**config.mk**
```make
export PLATFORM = sky130hd
export DESIGN_NAME = arm_multicycle_ctrl
export DESIGN_NICKNAME = d
export VERILOG_FILES = /design/src/rtl/arm_multicycle_ctrl.sv
export SDC_FILE = /design/constraint.sdc
export NUM_CORES = 1
export LEC_CHECK = 0
export BUFFER_PORTS_ARGS = -buffer_cell sky130_fd_sc_hd__clkbuf_2
export CORE_ASPECT_RATIO = 2
export CORE_MARGIN = 3
export CORE_UTILIZATION = 30
export DETAILED_ROUTE_END_ITERATION = 16
export HOLD_SLACK_MARGIN = 0.12
export SLEW_MARGIN = 10
export SYNTH_ARGS = -nofsm -noshare
export SYNTH_HDL_FRONTEND = slang
export SYNTH_SLANG_ARGS = --single-unit
```
**constraint.sdc**
```tcl
create_clock -name clk -period 1.7 [get_ports clk]
set_input_delay 0.34 -clock clk [delete_from_list [all_inputs] [get_ports clk]]
set_output_delay 0.34 -clock clk [all_outputs]
set_load 0.02 [all_outputs]
```
**src/rtl/arm_multicycle_ctrl.sv**
```systemverilog
// arm_multicycle_ctrl: multicycle ARM control FSM with NZCV flag register and condition evaluation.
// Revision 1.0
`default_nettype none
`timescale 1ns/1ps

module arm_multicycle_ctrl #(
  parameter bit COND_FULL     = 1'b1,
  parameter bit MEM_HANDSHAKE = 1'b1
) (
  input  logic        clk,
  input  logic        reset,
  input  logic [31:0] instr,
  input  logic [3:0]  ALUFlags,
  input  logic        mem_ready,
  output logic        mem_req,
  output logic        MemWrite,
  output logic        AdrSrc,
  output logic        IRWrite,
  output logic        PCWrite,
  output logic        RegWrite,
  output logic [1:0]  ResultSrc,
  output logic        ALUSrcA,
  output logic [1:0]  ALUSrcB,
  output logic [3:0]  ALUOp,
  output logic [1:0]  ImmSrc,
  output logic [1:0]  RegSrc,
  output logic [3:0]  Flags,
  output logic [3:0]  state
);

  typedef enum logic [3:0] {
    S_FETCH  = 4'd0,
    S_DECODE = 4'd1,
    S_EXECR  = 4'd2,
    S_EXECI  = 4'd3,
    S_ALUWB  = 4'd4,
    S_MEMADR = 4'd5,
    S_MEMRD  = 4'd6,
    S_MEMWB  = 4'd7,
    S_MEMWR  = 4'd8,
    S_BRANCH = 4'd9
  } state_t;

  localparam logic [3:0] ALU_ADD = 4'b0100;
  localparam logic [3:0] ALU_SUB = 4'b0010;
  localparam logic [3:0] ALU_CMP = 4'b1010;

  state_t      state_q, state_d;
  logic [3:0]  flags_q;
  logic [3:0]  cond;
  logic [1:0]  op;
  logic [5:0]  funct;
  logic        ready;
  logic        cond_ex;
  logic        req_int, mw_int, irw_int, pcw_int, rw_int;
  logic        unused_instr;

  assign cond  = instr[31:28];
  assign op    = instr[27:26];
  assign funct = instr[25:20];
  assign ready = MEM_HANDSHAKE ? mem_ready : 1'b1;
  assign unused_instr = ^instr[19:0];

  always_ff @(posedge clk) begin
    if (reset) begin
      state_q <= S_FETCH;
      flags_q <= 4'b0000;
    end else begin
      state_q <= state_d;
      if ((state_q == S_EXECR || state_q == S_EXECI) && funct[0])
        flags_q <= ALUFlags;
    end
  end

  // Condition evaluated from the registered flags, i.e. before this instruction executes.
  always_comb begin
    logic n, z, c, v;
    {n, z, c, v} = flags_q;
    cond_ex = 1'b0;
    case (cond)
      4'b0000: cond_ex = z;
      4'b0001: cond_ex = ~z;
      4'b0010: cond_ex = c;
      4'b0011: cond_ex = ~c;
      4'b0100: cond_ex = n;
      4'b0101: cond_ex = ~n;
      4'b0110: cond_ex = v;
      4'b0111: cond_ex = ~v;
      4'b1000: cond_ex = c & ~z;
      4'b1001: cond_ex = ~c | z;
      4'b1010: cond_ex = (n == v);
      4'b1011: cond_ex = (n != v);
      4'b1100: cond_ex = ~z & (n == v);
      4'b1101: cond_ex = z | (n != v);
      4'b1110: cond_ex = 1'b1;
      default: cond_ex = 1'b0;
    endcase
    if (!COND_FULL && !(cond == 4'b0000 || cond == 4'b0001 || cond == 4'b1110))
      cond_ex = 1'b0;
  end

  always_comb begin
    state_d   = state_q;
    req_int   = 1'b0;
    mw_int    = 1'b0;
    irw_int   = 1'b0;
    pcw_int   = 1'b0;
    rw_int    = 1'b0;
    AdrSrc    = 1'b0;
    ResultSrc = 2'b00;
    ALUSrcA   = 1'b0;
    ALUSrcB   = 2'b00;
    ALUOp     = 4'b0000;
    ImmSrc    = 2'b00;
    RegSrc    = 2'b00;
    case (state_q)
      S_FETCH: begin
        req_int   = 1'b1;
        ALUSrcA   = 1'b1;
        ALUSrcB   = 2'b10;
        ALUOp     = ALU_ADD;
        ResultSrc = 2'b10;
        irw_int   = ready;
        pcw_int   = ready;
        if (ready) state_d = S_DECODE;
      end
      S_DECODE: begin
        ALUSrcA = 1'b1;
        ALUSrcB = 2'b10;
        ALUOp   = ALU_ADD;
        RegSrc  = {(op == 2'b01) & ~funct[0], op == 2'b10};
        if (!cond_ex) state_d = S_FETCH;
        else begin
          case (op)
            2'b00:   state_d = funct[5] ? S_EXECI : S_EXECR;
            2'b01:   state_d = S_MEMADR;
            2'b10:   state_d = S_BRANCH;
            default: state_d = S_FETCH;
          endcase
        end
      end
      S_EXECR, S_EXECI: begin
        ALUSrcB = (state_q == S_EXECI) ? 2'b01 : 2'b00;
        ALUOp   = funct[4:1];
        state_d = (funct[4:1] == ALU_CMP) ? S_FETCH : S_ALUWB;
      end
      S_ALUWB: begin
        rw_int  = 1'b1;
        state_d = S_FETCH;
      end
      S_MEMADR: begin
        ALUSrcB = funct[5] ? 2'b00 : 2'b01;
        ImmSrc  = 2'b01;
        ALUOp   = funct[3] ? ALU_ADD : ALU_SUB;
        RegSrc  = {~funct[0], 1'b0};
        state_d = funct[0] ? S_MEMRD : S_MEMWR;
      end
      S_MEMRD: begin
        req_int = 1'b1;
        AdrSrc  = 1'b1;
        if (ready) state_d = S_MEMWB;
      end
      S_MEMWB: begin
        ResultSrc = 2'b01;
        rw_int    = 1'b1;
        state_d   = S_FETCH;
      end
      S_MEMWR: begin
        req_int = 1'b1;
        AdrSrc  = 1'b1;
        mw_int  = 1'b1;
        RegSrc  = 2'b10;
        if (ready) state_d = S_FETCH;
      end
      S_BRANCH: begin
        RegSrc    = 2'b01;
        ALUSrcB   = 2'b01;
        ImmSrc    = 2'b10;
        ALUOp     = ALU_ADD;
        ResultSrc = 2'b10;
        pcw_int   = 1'b1;
        state_d   = S_FETCH;
      end
      default: state_d = S_FETCH;
    endcase
  end

  // Strobes are gated combinationally so an asserted reset blocks writes in the same cycle.
  assign mem_req  = req_int & ~reset;
  assign MemWrite = mw_int  & ~reset;
  assign IRWrite  = irw_int & ~reset;
  assign PCWrite  = pcw_int & ~reset;
  assign RegWrite = rw_int  & ~reset;
  assign Flags    = flags_q;
  assign state    = state_q;

endmodule

`default_nettype wire

```
Word-level counts from Yosys, hierarchy flattened
Index checks and enable logic that the tools add are counted.

Reduce and logical (&&, ||, !) cells: 13. Mux-type cells: 25. Bitwise logic cells: 16. Equal/unequal tests: 31.

Operator list (count): $eq A4 B4 Y1 const B (10); $eq A4 B3 Y1 const B (8); $pmux W4 S3 (2); $pmux W4 S6 (1); $mux W4 (5); $eq A4 B2 Y1 const B (4); $pmux W2 S4 (2); $pmux W1 S15 (1); $reduce_or A2 Y1 (5); $mux W1 (9); $and A1 B1 Y1 (8); $eq A4 B1 Y1 const B (2); $logic_not A4 Y1 (2); $pmux W2 S2 (2); $mux W3 (2); $ne A2 B2 Y1 const B (3); $not A1 Y1 (6); $reduce_or A3 Y1 (2); $reduce_and A3 Y1 (1); $eq A2 B1 Y1 const B (1); $eq A2 B2 Y1 const B (1); $logic_not A2 Y1 (1); $or A1 B1 Y1 (2); $pmux W1 S2 (1); 4 further kinds (4).

Register bits after elaboration: 8. Word-level logic and storage cells: 87. Input bits: 39. Output and inout bits: 27.

Longest topological paths before layout
Gate-level depths: netlist of the first run.

Word-level depth: 5. Depth in mapped cells: 7.

Worst setup path after synthesis of the first run
OpenSTA, ideal clock, no wires.

Path type: register to output. Start: register state_q[1], in the netlist state[1]. End: output port ALUOp[1]. Stages on the path, launching flop included: 5. Path slack: -0.305 ns. Data arrival time: 1.665 ns. Buffers on the path: 2. Required time: 1.360 ns. Path through: dfxtp_1 -> buf_4 -> clkbuf_1 -> nor3_1 -> a22o_1.

Cells in the longest elaborated chain, start to end: 3.

Ends and longest elaborated chain: start: declaration (RTL line 48) `state_t state_q, state_d;`; start signal: assignment (RTL line 69) `state_q <= state_d;`; $eq A4 B1 Y1, or another cell as far along (RTL line 116) `case (state_q)`; $reduce_or A3 Y1 (no line) / $reduce_or A2 Y1 (equally long branches); $pmux W4 S3 * (RTL line 116); end: declaration (RTL line 24) `output logic [3:0] ALUOp,`.

Every way passes the cells marked *; elsewhere a longest branch is shown, timed or not.

Worst setup path in the final report of the first run
Start: register state_q[1], in the netlist state[1]. End: output port RegSrc[0].

Cells in the longest elaborated chain, start to end: 2.

Ends and longest elaborated chain: $eq A4 B4 Y1, or another cell as far along (RTL line 116); $pmux W2 S4 * (RTL line 116); end: declaration (RTL line 26) `output logic [1:0] RegSrc,`.

Marked as above.

==> reports/metrics.yaml, run 1 <==
reg2reg_to: "state[0]"
rr_worst_depth: 7
cts_root_buf: "clkbuf_8"
start_util_pct: 32.4
clock-sinks: 8
grt-ovfl-total: 0
area_growth_pct: 61.9
vias: 1206
synth-edff-count: 0
ys_types: 49
rsz0062_at_grt: "true"
hold_end: "Flags[0]"
via_per_inst: 5.38
max_cap_viol_count: 0
end_kind: "primary output"
drtAntennaViolNets: 0
crit_arrival_ns: 1.34
track_usage_pct: 16.5
cp_top_family: "simple AND/OR/NAND/NOR gates"
pre_cts_slack_ns: 0.0589
critPathMostFrequentCell: "nand2_1"
fp.coreArea_um2: 3050
status: "finished, final reports clean"
dpl-instance-area_um2: 1290
stdcell_area_um2: 1600
min_from: "ALUFlags[0]"
grt_pass1_vias: 1212
synth_area_um2: 988
synth-async-reset-ratio_pct: 0
clockBufferDepth: 2
syn_area_per_cell_um2: 7.55
setup_viol: 0
die_w_um: 46.6
layout_setup_ws_ns: 0.0161
hold_ws_ns: 0.354
crit_slowest_cell: "dfxtp_4"
path_cells: "buf_12, nor4b_4, nand2_1, nand2_1, buf_6"
maxSlewHeadroom_pct: 76.6
crit_buf_inv: 2
nNetsFinal: 239
r2r_start: "state[1]"
worst_pin_slew_ns: 0.345
drv_slew: 0
die_y_um: 87.2
cp_slowest_stage_delay_ns: 0.37
dpl.hpwl_mm: 2.29
synth_seq_cells: 8
portBuffers: 45
finalHoldViolations: 0
skew_ns: 0.00286
rrSetupSlack_ns: 0.15
p_per_area_nw_per_um2: 455
multiInputGateArea_um2: 823
cp-start-kind: "flip-flop"
syn-num-nets: 174
synth_ff_type: "dfxtp_1"
clk_latency_ns: 0.23
antenna_found_initial: 0
p_leak_nw: 0.747
whs_path_depth: 3
htreeDepth: 1
use_met2_pct: 30.9
worstPathRequired_ns: 1.36
routed_wirelength_mm: 3.13
num_rows: 28
final-seq-area_um2: 175
grt_pass1_wl_mm: 5.02
clk_pin_slew_ns: 0.04
min_path_type: "in2reg"
dr.pass1.iters: 4
numCtsBuffers: 3
antenna_cells: 0
drt_iter0_markers: 8
synthCells: 131
fin_crit_sh_pct: 99.1
cts_tree: "built"
max_freq_ghz: 0.594
routedWlPerCell_um: 14.0
ctsHoldBuffers: 0
irDropWorstVdd_mv: 0.304
grt.busiest_layer: "met2"
drive_above_1_share_pct: 53.1
gp_congestion: 0.784
grt_use_met3_pct: 3.11
drcViolationCount: 0
pin_count: 66
power_uw: 728
dieArea_um2: 4060
grt_max_degree: 11
yosysSeqAreaShare_pct: 16.2
path_class: "reg2out"
min_period_ns: 1.68
yosysWarningCount: 0
use_met1_pct: 15.7
fill_cells: 286
cp_max_fo: 6
-- placed cells by master (no fill, tap or decap), types with 2 or more instances in the layout --
master    synthesis  final
o21a_1            2      2
nand3_1           3      3
ha_1              4      4
nand3b_1          3      3
and3b_1           3      3
inv_1             4      4
and2_1            3      3
mux2i_1           6      5
clkbuf_8          0      4
nand2b_4          1      2
nor4_1            3      2
a21oi_2           1      2
dfxtp_4           0      4
a21oi_1           6      5
o21ai_0           3      2
nand2_1           8      7
xor2_1            3      3
buf_4             2     23
nor3_1            5      2
buf_6             3     10
dfxtp_1           8      4
o32a_1            2      2
nor2_2            0      2
clkbuf_2          2     36
o21bai_1          3      2
nor2_1           16     13
nand2b_1          3      2
nor3_2            0      2
nor2b_1           7      6
-- registers in the layout (all words and copies together), names as in the netlist --
signal  count
state       4
Flags       4
-- stage by stage --
step	util, %	TNS (ns)	instances
final	52.5	0	224
after global routing	52.5	-0.231	224
after CTS	49.0	-0.0789	220
after detailed placement	42.5	0	206
after global placement	42.5	0	206
after floorplan	-	-0.0951	131
-- power breakdown --
| group | total, mW | switching (mW) | internal, mW |
|---|---|---|---|
| Sequential | 0.207 | 0.0154 | 0.192 |
| Combinational | 0.292 | 0.147 | 0.144 |
| Clock | 0.229 | 0.0756 | 0.153 |
-- area by class of cell --
cell class,instances,area share (%)
Sequential cell,8,10.9
Clock buffer,3,2.58
Tap cell,30,2.35
Multi-Input combinational cell,106,51.4
Inverter,5,1.17
Timing Repair Buffer,72,31.5
-- routing by layer --
metal	vias up	wire (um)
li1	593	-
met1	568	1110
met2	38	1790
met3	7	174
met4	0	56
met5	-	0
-- worst register-to-register path: stages, from the launching register on --
cell and delay [ns]:
dfxtp_4 0.37, buf_12 0.13, buf_4 0.14, nand2b_1 0.15, a311oi_2 0.22, nand3_1 0.13
o2bb2a_2 0.27, o21ai_0 0.06
-- synth_stat cells, drive strengths merged, types with 2 or more instances --
master	number	area, um^2
nand3b	3	22.5
nor2b	7	43.8
xor2	3	26.3
nor3	5	25.0
inv	5	18.8
or2	2	12.5
o21ai	4	20.0
and2	3	18.8
o32a	2	20.0
o21bai	3	22.5
dfxtp	8	160
buf	7	58.8
nand2b	4	32.5
nand2	8	30.0
o21a	2	15.0
mux2i	6	60.1
clkbuf	5	21.3
and3b	3	26.3
nor4	3	18.8
nor4b	2	32.5
ha	4	50.1
a21oi	7	38.8
nand3	3	15.0
nor2	16	60.1
-- how the worst max path moves through the flow --
stage,startpoint,to,slack (ns),depth (start not counted)
floorplan,state[2],ResultSrc[1],-0.08,3
global placement,instr[30],state[0],0.05,6
detailed placement,instr[30],state[0],0.06,6
CTS,state[2],RegSrc[1],-0.04,4
global route,state[1],RegSrc[0],-0.05,5
finish,state[1],RegSrc[0],0.02,5
-- cells by family (layout without fill, tap and decap cells) --
group,Yosys count,after routing,synth area share [%]
xor+xnor,4,4,3.54
fa+ha+maj,4,4,5.06
buf+inv,17,80,10.0
compound gates,29,29,21.5
flops,8,8,16.2
simple gates,63,63,37.6
mux,6,6,6.08
-- repair_timing --
action,in CTS,in global routing
cloned,0,0
pin swaps,3,10
hold endpoints to repair,0,0
setup buffers,11,4
gates resized for setup,20,30
endpoints found under the setup margin,14,15
Note: power is estimated with default switching activity, not from simulation.
==> inputs of run 2 (changes only) <==
- CORE_ASPECT_RATIO: 2 -> not set
- CORE_MARGIN: 3 -> not set
- CORE_UTILIZATION: 30 -> 42
- PLACE_DENSITY: not set -> 0.8
==> reports/metrics.yaml, run 2 (synthesized netlist as in run 1, its figures left out) <==
grt.busiest_layer: "met2"
clockBufferDepth: 2
ctsHoldBuffers: 0
rrSetupSlack_ns: 0.03
htreeDepth: 1
clk_latency_ns: 0.28
p_leak_nw: 0.755
setup_viol: 4
drive_above_1_share_pct: 55.4
finalHoldViolations: 0
drt_iter0_markers: 76
final_common_cell: "clkbuf_2"
min_path_type: "in2reg"
max_freq_ghz: 0.571
drv_slew: 0
use_met2_pct: 49.8
cts_root_buf: "clkbuf_4"
drcViolationCount: 0
grt_pass1_wl_mm: 5.23
hold_ws_ns: 0.321
dieArea_um2: 2550
die_y_um: 50.5
crit_arrival_ns: 1.41
status: "complete, but fails checks"
gp_congestion: 0.880
numCtsBuffers: 3
whs_path_depth: 3
grt_use_met3_pct: 3.64
grt_pass1_vias: 1194
area_growth_pct: 65.8
fp.coreArea_um2: 2210
via_per_inst: 5.92
grt-ovfl-total: 0
dpl.hpwl_mm: 2.08
grt_max_degree: 11
dpl-instance-area_um2: 1290
maxSlewHeadroom_pct: 77.7
clock-sinks: 8
irDropWorstVdd_mv: 0.412
antenna_found_initial: 0
max_cap_viol_count: 0
nNetsFinal: 240
portBuffers: 45
use_met1_pct: 29.3
layout_setup_ws_ns: -0.0517
vias: 1321
start_util_pct: 44.7
worst_pin_slew_ns: 0.329
antenna_cells: 0
rsz0062_at_grt: "true"
rr_worst_depth: 7
num_rows: 17
min_period_ns: 1.75
final_cell_mix: "clkbuf_2, buf_4, nor2_1"
pin_count: 66
path_class: "reg2out"
worstPathRequired_ns: 1.36
stdcell_area_um2: 1640
die_w_um: 50.5
routedWlPerCell_um: 17.3
routed_wirelength_mm: 3.86
violations: "negative setup slack"
track_usage_pct: 27.3
dr.pass1.iters: 4
cts_tree: "built"
clk_pin_slew_ns: 0.06
end_kind: "primary output"
p_per_area_nw_per_um2: 430
cp-start-kind: "flip-flop"
fin_crit_sh_pct: 103
cp_max_fo: 8
drtAntennaViolNets: 0
skew_ns: 0.0155
[run 2: cell count changes in the layout (fill, tap and decap cells not counted), moves of 2 or more]
cell	change
nor2b_1	-2
nor2b_4	+2
clkbuf_4	+3
buf_6	-4
[run 2: area by class of cell]
| type | instances | area (um^2) |
|---|---|---|
| clock buffer | 3 | 22.5 |
| fill | 151 | 573 |
| inverter | 5 | 18.8 |
| multi-input combinational | 106 | 855 |
| sequential | 8 | 175 |
| tap | 28 | 35.0 |
| timing repair buffer | 73 | 533 |
[run 2: timing repair]
action	4_1_cts	5_1_grt
setup buffers	13	5
pin swaps	7	7
resized for setup	33	24
endpoints found under the setup margin	15	14
gates cloned	0	1
[run 2: worst paths after layout]
path                from   endpoint
max             state[3]  RegSrc[0]
min          ALUFlags[0]   Flags[0]
max reg2reg     state[0]   state[0]
min reg2reg     Flags[1]   Flags[1]
[run 2: per-layer routing]
layer  up-vias  part of all wire (%)  wire (um)
li1        598                     -          -
met2        84                    49       1880
met1       611                    37       1430
met4         0                   6.1        234
met5         -                     0          0
met3        28                   8.0        310
[run 2: power by group]
group          switching [mW]  internal (mW)  leakage [nW]
clock                  0.0792         0.0817        0.0138
combinational           0.171          0.169         0.673
sequential             0.0132          0.191        0.0677
[run 2: critical path: stages (launching register included)]
cell and delay (ns):
dfxtp_4 0.40, buf_6 0.14, nor4b_4 0.25, nand2_1 0.12, nand2_1 0.08, clkbuf_8 0.14
[run 2: per-stage QoR]
stage | power (mW) | setup slack [ns] | utilization, % | setup TNS [ns] | instances
2_1_floorplan | 0.364 | -0.0792 | - | -0.0951 | 131
3_3_place_gp | 0.446 | 0.0675 | 58.3 | 0 | 202
3_5_place_dp | 0.453 | 0.0436 | 58.3 | 0 | 202
4_1_cts | 0.637 | -0.0295 | 68.2 | -0.0436 | 217
5_1_grt | 0.733 | -0.114 | 74.1 | -0.522 | 223
6_report | 0.705 | -0.0517 | 74.1 | -0.114 | 223
